## config.mk

```make
export PLATFORM = sky130hd
export DESIGN_NAME = mole_scheduler_flat
export DESIGN_NICKNAME = d
export VERILOG_FILES = /design/src/rtl/mole_scheduler_if.sv /design/src/rtl/mole_scheduler.sv /design/src/flat_wrapper.sv
export SDC_FILE = /design/constraint.sdc
export NUM_CORES = 1
export LEC_CHECK = 0
export BUFFER_PORTS_ARGS = -buffer_cell sky130_fd_sc_hd__buf_2
export CAP_MARGIN = 20
export CORE_MARGIN = 2
export CORE_UTILIZATION = 57
export CTS_BUF_LIST = sky130_fd_sc_hd__clkbuf_4 sky130_fd_sc_hd__clkbuf_8
export CTS_CLUSTER_SIZE = 20
export DETAILED_ROUTE_END_ITERATION = 10
export PLACE_DENSITY = 0.88
export SETUP_SLACK_MARGIN = 0.05
export SYNTH_ARGS = -nofsm -noshare
export SYNTH_HDL_FRONTEND = slang
export SYNTH_SLANG_ARGS = --single-unit
```

## constraint.sdc

```tcl
create_clock -name clk -period 2.25 [get_ports clk]
set_input_delay 0.45 -clock clk [delete_from_list [all_inputs] [get_ports clk]]
set_output_delay 0.45 -clock clk [all_outputs]
set_load 0.01 [all_outputs]
```

## src/rtl/mole_scheduler_if.sv

```systemverilog
// mole_scheduler_if: control bundle between the mole scheduler and the game
// controller. The controller issues start/hit; the scheduler reports which
// mole is up, when it expired unhit, and the running score.
interface mole_scheduler_if;
    logic       start;
    logic       hit;
    logic [1:0] mole_sel;
    logic       mole_valid;
    logic       timer_pulse;
    logic [7:0] score;
    logic [7:0] misses;
    logic       game_over;

    // Game controller side: requests games, reports whacks, observes moles.
    modport master (
        output start,
        output hit,
        input  mole_sel,
        input  mole_valid,
        input  timer_pulse,
        input  score,
        input  misses,
        input  game_over
    );

    // Scheduler side.
    modport slave (
        input  start,
        input  hit,
        output mole_sel,
        output mole_valid,
        output timer_pulse,
        output score,
        output misses,
        output game_over
    );
endinterface

```

## src/rtl/mole_scheduler.sv

```systemverilog
// mole_scheduler: round sequencer for the whack-a-mole game. Picks a mole
// pseudo-randomly (never the same one twice in a row), keeps it up for the
// round length, counts hits and misses, and pauses for a blank gap between
// rounds. A game is ROUNDS moles long.
//
// Optional feature macro: MOLE_SPEEDUP_EN -- when defined, every hit shortens
// the mole-up time by STEP_MS, floored at MIN_ROUND_MS. When undefined the
// mole-up time stays at ROUND_MS.
module mole_scheduler #(
    parameter int          TICKS_PER_MS = 50000,
    parameter int          ROUND_MS     = 1000,
    parameter int          MIN_ROUND_MS = 300,
    parameter int          STEP_MS      = 50,
    parameter int          GAP_MS       = 250,
    parameter int          ROUNDS       = 30,
    parameter logic [15:0] LFSR_SEED    = 16'hACE1
) (
    input  logic           clk,
    input  logic           reset,
    mole_scheduler_if.slave bus
);

`ifdef MOLE_SPEEDUP_EN
    localparam bit SPEEDUP_EN = 1'b1;
`else
    localparam bit SPEEDUP_EN = 1'b0;
`endif

    // Prescaler needs at least one bit even when a ms is a single clock.
    localparam int            PW       = (TICKS_PER_MS > 1) ? $clog2(TICKS_PER_MS) : 1;
    localparam logic [PW-1:0] PRE_LAST = PW'(TICKS_PER_MS - 1);

    typedef enum logic [2:0] {
        S_IDLE,
        S_ARM,
        S_UP,
        S_GAP,
        S_DONE
    } state_t;

    state_t        state_reg;
    logic [15:0]   lfsr_reg;
    logic [PW-1:0] pre_reg;
    logic [9:0]    ms_reg;
    logic [9:0]    len_reg;
    logic [7:0]    round_reg;
    logic [7:0]    score_reg;
    logic [7:0]    misses_reg;
    logic [1:0]    sel_reg;
    logic          valid_reg;
    logic          pulse_reg;
    logic          over_reg;

    logic          ms_tick;
    logic          ms_last;
    logic [1:0]    cand;
    logic [1:0]    sel_next;
    logic [10:0]   len_diff;
    logic [9:0]    len_next;

    // Millisecond tick, expiry detection, next mole choice and sped-up length.
    always_comb begin
        ms_tick  = (pre_reg == PRE_LAST);
        ms_last  = ms_tick && (ms_reg == 10'd1);
        cand     = lfsr_reg[1:0];
        sel_next = (cand == sel_reg) ? cand + 2'd1 : cand;
        // 11-bit difference: bit 10 set means the step overshot zero.
        len_diff = {1'b0, len_reg} - 11'(STEP_MS);
        if (len_diff[10] || (len_diff[9:0] < 10'(MIN_ROUND_MS))) begin
            len_next = 10'(MIN_ROUND_MS);
        end else begin
            len_next = len_diff[9:0];
        end
    end

    // Free-running Fibonacci LFSR, taps 16,14,13,11, advances every cycle.
    always_ff @(posedge clk or posedge reset) begin
        if (reset) begin
            lfsr_reg <= LFSR_SEED;
        end else begin
            lfsr_reg <= {lfsr_reg[14:0], lfsr_reg[15] ^ lfsr_reg[13] ^ lfsr_reg[12] ^ lfsr_reg[10]};
        end
    end

    // Game sequencer: state, timers, counters and all registered outputs.
    always_ff @(posedge clk or posedge reset) begin
        if (reset) begin
            state_reg  <= S_IDLE;
            pre_reg    <= '0;
            ms_reg     <= '0;
            len_reg    <= 10'(ROUND_MS);
            round_reg  <= '0;
            score_reg  <= '0;
            misses_reg <= '0;
            sel_reg    <= '0;
            valid_reg  <= 1'b0;
            pulse_reg  <= 1'b0;
            over_reg   <= 1'b0;
        end else begin
            pulse_reg <= 1'b0;
            case (state_reg)
                S_IDLE, S_DONE: begin
                    if (bus.start) begin
                        score_reg  <= '0;
                        misses_reg <= '0;
                        round_reg  <= '0;
                        over_reg   <= 1'b0;
                        len_reg    <= 10'(ROUND_MS);
                        state_reg  <= S_ARM;
                    end
                end

                S_ARM: begin
                    sel_reg   <= sel_next;
                    valid_reg <= 1'b1;
                    ms_reg    <= len_reg;
                    pre_reg   <= '0;
                    state_reg <= S_UP;
                end

                S_UP: begin
                    if (ms_tick) begin
                        pre_reg <= '0;
                        ms_reg  <= ms_reg - 10'd1;
                    end else begin
                        pre_reg <= pre_reg + 1'b1;
                    end
                    // A hit takes priority over an expiry in the same cycle.
                    if (bus.hit) begin
                        if (score_reg != 8'hFF) begin
                            score_reg <= score_reg + 8'd1;
                        end
                        if (SPEEDUP_EN) begin
                            len_reg <= len_next;
                        end
                        valid_reg <= 1'b0;
                        ms_reg    <= 10'(GAP_MS);
                        pre_reg   <= '0;
                        state_reg <= S_GAP;
                    end else if (ms_last) begin
                        if (misses_reg != 8'hFF) begin
                            misses_reg <= misses_reg + 8'd1;
                        end
                        valid_reg <= 1'b0;
                        pulse_reg <= 1'b1;
                        ms_reg    <= 10'(GAP_MS);
                        pre_reg   <= '0;
                        state_reg <= S_GAP;
                    end
                end

                S_GAP: begin
                    if (ms_tick) begin
                        pre_reg <= '0;
                        ms_reg  <= ms_reg - 10'd1;
                    end else begin
                        pre_reg <= pre_reg + 1'b1;
                    end
                    if (ms_last) begin
                        round_reg <= round_reg + 8'd1;
                        if ((round_reg + 8'd1) == 8'(ROUNDS)) begin
                            over_reg  <= 1'b1;
                            state_reg <= S_DONE;
                        end else begin
                            state_reg <= S_ARM;
                        end
                    end
                end

                default: begin
                    state_reg <= S_IDLE;
                end
            endcase
        end
    end

    assign bus.mole_sel    = sel_reg;
    assign bus.mole_valid  = valid_reg;
    assign bus.timer_pulse = pulse_reg;
    assign bus.score       = score_reg;
    assign bus.misses      = misses_reg;
    assign bus.game_over   = over_reg;

endmodule

```

## src/flat_wrapper.sv

```systemverilog
// flat-port wrapper written by rule: the top's interface ports become plain ports
module mole_scheduler_flat 
#(
    parameter int          TICKS_PER_MS = 50000,
    parameter int          ROUND_MS     = 1000,
    parameter int          MIN_ROUND_MS = 300,
    parameter int          STEP_MS      = 50,
    parameter int          GAP_MS       = 250,
    parameter int          ROUNDS       = 30,
    parameter logic [15:0] LFSR_SEED    = 16'hACE1
)
  (clk, reset, bus_start, bus_hit, bus_mole_sel, bus_mole_valid, bus_timer_pulse, bus_score, bus_misses, bus_game_over);
  mole_scheduler_if bus_i ();
  input  logic clk;
  input  logic reset;
  input wire logic [$bits(bus_i.start)-1:0] bus_start;
  input wire logic [$bits(bus_i.hit)-1:0] bus_hit;
  output wire logic [$bits(bus_i.mole_sel)-1:0] bus_mole_sel;
  output wire logic [$bits(bus_i.mole_valid)-1:0] bus_mole_valid;
  output wire logic [$bits(bus_i.timer_pulse)-1:0] bus_timer_pulse;
  output wire logic [$bits(bus_i.score)-1:0] bus_score;
  output wire logic [$bits(bus_i.misses)-1:0] bus_misses;
  output wire logic [$bits(bus_i.game_over)-1:0] bus_game_over;
  assign bus_i.start = bus_start;
  assign bus_i.hit = bus_hit;
  assign bus_mole_sel = bus_i.mole_sel;
  assign bus_mole_valid = bus_i.mole_valid;
  assign bus_timer_pulse = bus_i.timer_pulse;
  assign bus_score = bus_i.score;
  assign bus_misses = bus_i.misses;
  assign bus_game_over = bus_i.game_over;
  mole_scheduler #(.TICKS_PER_MS(TICKS_PER_MS), .ROUND_MS(ROUND_MS), .MIN_ROUND_MS(MIN_ROUND_MS), .STEP_MS(STEP_MS), .GAP_MS(GAP_MS), .ROUNDS(ROUNDS), .LFSR_SEED(LFSR_SEED)) u_core (.clk(clk), .reset(reset), .bus(bus_i));
endmodule
```

Yosys cells after proc, flatten, opt, wreduce, memory -nomap -nowiden. Index checks and enable logic that the tools add are counted.

Muxes and demuxes: 35. Shift operators: 0. Eq/ne operators: 19. $mul: 0. Bitwise logic cells: 3. Div/mod/pow operators: 0. $add $sub $neg: 6. Reductions and logical operators: 13. Order comparisons: 0.

Operators with widths (number): $mux W8 (7); $mux W16 (3); $pmux W16 S3 (1); $pmux W8 S2 (3); $mux W10 (3); $pmux W10 S3 (1); $add A8 B1 Y8 const B (3); $add A16 B1 Y16 const B (1); $eq A16 B16 Y1 const B (1); $ne A8 B8 Y1 const B (2); $mux W3 (5); $pmux W3 S4 (1); $eq A10 B1 Y1 const B (1); $ne A2 B1 Y1 const B (5); $sub A10 B1 Y10 const B (1); $eq A8 B5 Y1 const B (1); $mux W1 (8); $reduce_and A4 Y1 (2); $eq A3 B2 Y1 const B (2); $ne A2 B2 Y1 const B (3); $reduce_and A3 Y1 (2); $reduce_bool A2 Y1 (3); $reduce_and A5 Y1 (1); $pmux W1 S2 (2); 12 further kinds (14).

Bits in registers: 74. Latch bits: 0. Bits in read-only memories: 0. RAM bits: 0. Output and inout port bits: 21. Logic and storage cells: 87. Memories: 0.

Longest topological paths before layout.
Depth in word-level cells: 5. Depth in mapped cells: 8. Depth with buffers taken out: 7.

Worst setup path after synthesis. No wires, ideal clock.

Path type: register -> register. Start: reg u_core.ms_reg[1]. End: reg u_core.round_reg[4]. Library setup time: 0.086 ns. Cell stages (with the launch flop): 8. Required time: 2.164 ns. Arrival time: 1.835 ns. Path slack: 0.330 ns. Cell sequence: dfrtp_1 -> inv_1 -> ha_1 -> or4b_4 -> nor2_4 -> nand3b_2 -> or4_4 -> o221ai_2.

Longest elaborated chain between the ends: 4.

RTL lines: from (decl) (line mole_scheduler.sv:44) `logic [9:0] ms_reg;`; from (signal assigned) (line mole_scheduler.sv:116) `ms_reg <= len_reg;`; from (signal assigned) (line mole_scheduler.sv:124) `ms_reg <= ms_reg - 10'd1;`; from (signal assigned) (line mole_scheduler.sv:137) `ms_reg <= 10'(GAP_MS);`; $eq A10 B1 Y1 (line mole_scheduler.sv:64) `ms_last = ms_tick && (ms_reg == 10'd1);`; $logic_and A1 B1 Y1 (line mole_scheduler.sv:64); $ne A2 B1 Y1 (no line); $reduce_and A3 Y1 (no line); to (signal assigned) (line mole_scheduler.sv:160) `round_reg <= round_reg + 8'd1;`; to (decl) (line mole_scheduler.sv:46) `logic [7:0] round_reg;`.

Every way passes these cells. A chain may end at the register's enable or synchronous reset.

Worst setup path after layout.
Start: reg u_core.pre_reg[0]. End: reg u_core.round_reg[4].

Longest elaborated chain between the ends: 4.

RTL lines: from (decl) (line mole_scheduler.sv:43) `logic [PW-1:0] pre_reg;`; from (signal assigned) (line mole_scheduler.sv:126) `pre_reg <= pre_reg + 1'b1;`; from (signal assigned) (line mole_scheduler.sv:157) `pre_reg <= pre_reg + 1'b1;`; $eq A16 B16 Y1 (line mole_scheduler.sv:63) `ms_tick = (pre_reg == PRE_LAST);`; $logic_and A1 B1 Y1 (line mole_scheduler.sv:64); $ne A2 B1 Y1 (no line); $reduce_and A3 Y1 (no line).

Every way passes these cells.

==> results.env <==
POST-SYNTH-TOP-AREA-CELL='sky130_fd_sc_hd__dfrtp_1'
YOSYSSEQAREASHARE_PCT=49.52
RELSLEWSLACK_PCT=73.41
REG2REGPATHDEPTH=6
REPLACE_CONGESTION=0.8554
SYNTH.AVG_CELL_AREA_UM2=9.715
LAYOUT-DRIVE-GT1-SHARE_PCT=17.94
CTS-HTREE-LEVELS=3
ROOT_BUFFER_SELECTED_BY_CTS='sky130_fd_sc_hd__clkbuf_8'
VDD_DROP_MAX_mV=0.4780
FINALCRITPERIODSHARE_PCT=93.98
TIME_THE_FINAL_WORST_PATH_NEEDS_WITH_I_O_DELAYS_AND_SETUP_PS=2115
TIMING_MAX_TRANSITION_VIOLATIONS_FINAL=0
DETAILEDPLACEMENTHPWL_UM=5652
CRITICAL_PATH_ARRIVAL_PS=2390
NETS=424
SYNTHDISTINCTLIBCELLS=58
MAX_CAP_VIOL_COUNT=0
ENDPOINT='u_core.round_reg[4]'
REG2REG_SLACK_PS=140
WORST_R2R_END='u_core.round_reg[4]'
TIMING_WORST_SLEW_PIN_VALUE_PS=398.1
SYNTHESIS.YOSYS.WARNINGS=0
CRIT_PATH_END_KIND='register'
SETUP_TOTAL_NEGATIVE_SLACK_PS=0
SYN_AREA_UM2=3760
OUTCOME='complete, no violations'
DRC=0
DIE-WIDTH_UM=85.22
TIMING.CRITICAL_PATH.FANOUT_MAX=10
START_KIND='register'
PIN_COUNT_OF_THE_BIGGEST_NET_ENTERING_GLOBAL_ROUTING=75
SYNTH_TOP_CELLS_BY_COUNT='66 x sky130_fd_sc_hd__dfrtp_1, 39 x sky130_fd_sc_hd__nand2_1, 32 x sky130_fd_sc_hd__o21ai_0'
TIMING.CRITICAL_PATH.FROM='u_core.pre_reg[0]'
CTS-ROOT-TO-SINK-BUFFERS=2
ANTENNA_VIOLATIONS_BEFORE_REPAIR=0
FINCLKSKEW_PS=5.751
DETAILROUTE.VIA_COUNT=3134
SYNTH-EDFF-COUNT=0
INSERTEDDIODECOUNT=0
WORST_HOLD_SLACK_ACROSS_ALL_ENDPOINTS_PS=191.6
PLACEMENTROWS=29
SETUP_VIOL=0
WORST_R2R_STARTPOINT='u_core.pre_reg[0]'
CTS.REPORTEDPATHS.CLKPINSLEW_PS=80
YOSYS.CELL_COUNT.TOP_TYPE='sky130_fd_sc_hd__dfrtp_1'
POWER_PER_CELL_AREA_nW_PER_UM2=735.8
SEQ_AREA_UM2=1862
CLK_LAT_WORST_SKEW_PS=350
SYNTH.FF_LATCH_COUNT=74
WL_PER_CELL_UM=16.80
SYNTH_FF_TYPE='sky130_fd_sc_hd__dfrtp_1'
SETUP.WORST_PATH.CLASS='reg -> reg'
DIE-HEIGHT_UM=85.22
POSTSYNTHCELLCOUNT=387
MAPPEDNETLISTNETS=398
MULTIINPUTGATEAREA_UM2=1808
DRTITER0DRC=220
CTS_TREE='built'
AREA_GROWTH_PCT=12.08
MIN_PATH_TYPE='in -> async'
FP.DIEAREA_UM2=7262
WIRELENGTH_UM=8316
GRT_PASS1_VIAS=3168
FLOORPLAN.INITIALDENSITY_PCT=59.21
FINALHOLDVIOLATIONS=0
TRITONCTS.NUM_BUFFERS=9
LAYOUT.FILLER_CELLS=469
CP_DATA_REQUIRED_TIME_PS=2530
POST_DETAILED_ROUTE_VIA_TO_CELL_RATIO=6.331
CTS.SINK_COUNT=74
GRT_PASS1_WL_UM=14470
CORE_AREA_UM2=6350
ASYNC_RESET_FF_SHARE_PCT=100.0
TIMING.FMAX_MHz=472.9
PORTBUFFERS=24
GRT_OVERFLOW_TOTAL=0
POST_SYNTH_MAIN_AREA_CONTRIBUTORS='sky130_fd_sc_hd__dfrtp_1 44%, sky130_fd_sc_hd__dfstp_2 5.6%, sky130_fd_sc_hd__o21ai_0 4.3%'
IO_PINS=25
POST-SYNTH-TOP-AREA-FRACTION_PCT=43.93
DR.PASS1.ITERS=5
STATIC-LEAKAGE-POWER_nW=1.900
DRT.ANTENNA.VIOLATING_NETS=0
GLOBALROUTETOTALUTIL_PCT=24.83
RSZ_0062_RAISED_AFTER_GLOBAL_ROUTING='yes'
## how the worst min path moves through the flow
stage / startpoint / end / slack [ps]
2_1_floorplan: u_core.lfsr_reg[2] / u_core.lfsr_reg[3] / 330
3_3_place_gp: u_core.lfsr_reg[3] / u_core.lfsr_reg[4] / 340
3_5_place_dp: u_core.lfsr_reg[4] / u_core.lfsr_reg[5] / 340
4_1_cts: reset / u_core.lfsr_reg[9] / 210
5_1_grt: reset / u_core.lfsr_reg[9] / 220
6_report: reset / u_core.lfsr_reg[8] / 190
## cell usage in the layout (no fill, tap or decap), types with 4 or more instances in the layout
master                     instances
sky130_fd_sc_hd__a21oi_1          17
sky130_fd_sc_hd__a31oi_1           6
sky130_fd_sc_hd__and2_1            5
sky130_fd_sc_hd__and3_1           11
sky130_fd_sc_hd__and4_1            4
sky130_fd_sc_hd__buf_2            24
sky130_fd_sc_hd__buf_4             5
sky130_fd_sc_hd__clkbuf_8          9
sky130_fd_sc_hd__dfrtp_1          66
sky130_fd_sc_hd__dfstp_2           8
sky130_fd_sc_hd__ha_1              7
sky130_fd_sc_hd__inv_1            11
sky130_fd_sc_hd__mux2i_1           5
sky130_fd_sc_hd__nand2_1          39
sky130_fd_sc_hd__nand2b_1          5
sky130_fd_sc_hd__nand3_1          16
sky130_fd_sc_hd__nand4_1          11
sky130_fd_sc_hd__nor2_1           29
sky130_fd_sc_hd__nor3_1           10
sky130_fd_sc_hd__o21ai_0          32
sky130_fd_sc_hd__or3_1             7
sky130_fd_sc_hd__xnor2_1          11
sky130_fd_sc_hd__xor2_1           12
## per-stage QoR
step | setup WS, ps | instances | total power [mW] | util [%] | area (um2)
2_1_floorplan | 329.7 | 387 | 1.840 | - | 3764
3_3_place_gp | 276.2 | 479 | 1.925 | 62.56 | 3973
3_5_place_dp | 167.8 | 479 | 1.963 | 62.56 | 3973
4_1_cts | 146.4 | 495 | 3.101 | 66.05 | 4194
5_1_grt | 33.77 | 495 | 3.232 | 66.36 | 4214
6_report | 135.4 | 495 | 3.101 | 66.36 | 4214
## where the power goes
part	total, mW	internal (mW)	switching [mW]
Clock	1.14	0.640	0.503
Sequential	1.59	1.44	0.143
Combinational	0.370	0.170	0.200
Total	3.10	2.25	0.847
## worst max-delay path, stage by stage (launching register included)
cell and delay (ps):
sky130_fd_sc_hd__dfrtp_1 380, sky130_fd_sc_hd__ha_1 270, sky130_fd_sc_hd__and3b_1 190, sky130_fd_sc_hd__and4_1 430, sky130_fd_sc_hd__nand3b_2 170, sky130_fd_sc_hd__or4_4 530, sky130_fd_sc_hd__o221ai_2 70
## cell families after synthesis
logic type / synth area share (%)
AOI/OAI and AO/OA: 13.31
xor gates and xnor gates: 5.358
adders and majority gates: 2.329
buffers and inverters: 2.928
DFF: 49.52
muxes: 1.930
and+or+nand+nor: 24.63
## routing by layer
layer	wire, um	GRT usage (%)	part of all wire (%)	up-vias
met1	3515	31.84	42	1563
met5	0	0	0	-
met3	422	5.642	5.1	19
met4	153	11.54	1.8	0
met2	4224	40.13	51	106
li1	-	-	-	1446
## timing repair
| action | CTS | global route |
|---|---|---|
| gates resized for setup | 0 | 5 |
| setup buffers | 0 | 0 |
| endpoints found under the setup margin | 0 | 12 |
| hold buffers | 0 | 0 |
## layout make-up
| type | count | share of cell area, % |
|---|---|---|
| clock buffers | 10 | 3.118 |
| clock inverters | 6 | 2.138 |
| inverters | 12 | 1.158 |
| multi-input cells | 286 | 42.90 |
| flip-flops and latches | 74 | 44.18 |
| well taps | 77 | 2.286 |
| repair buffers | 30 | 4.216 |
(Power assumes the default switching activity.)
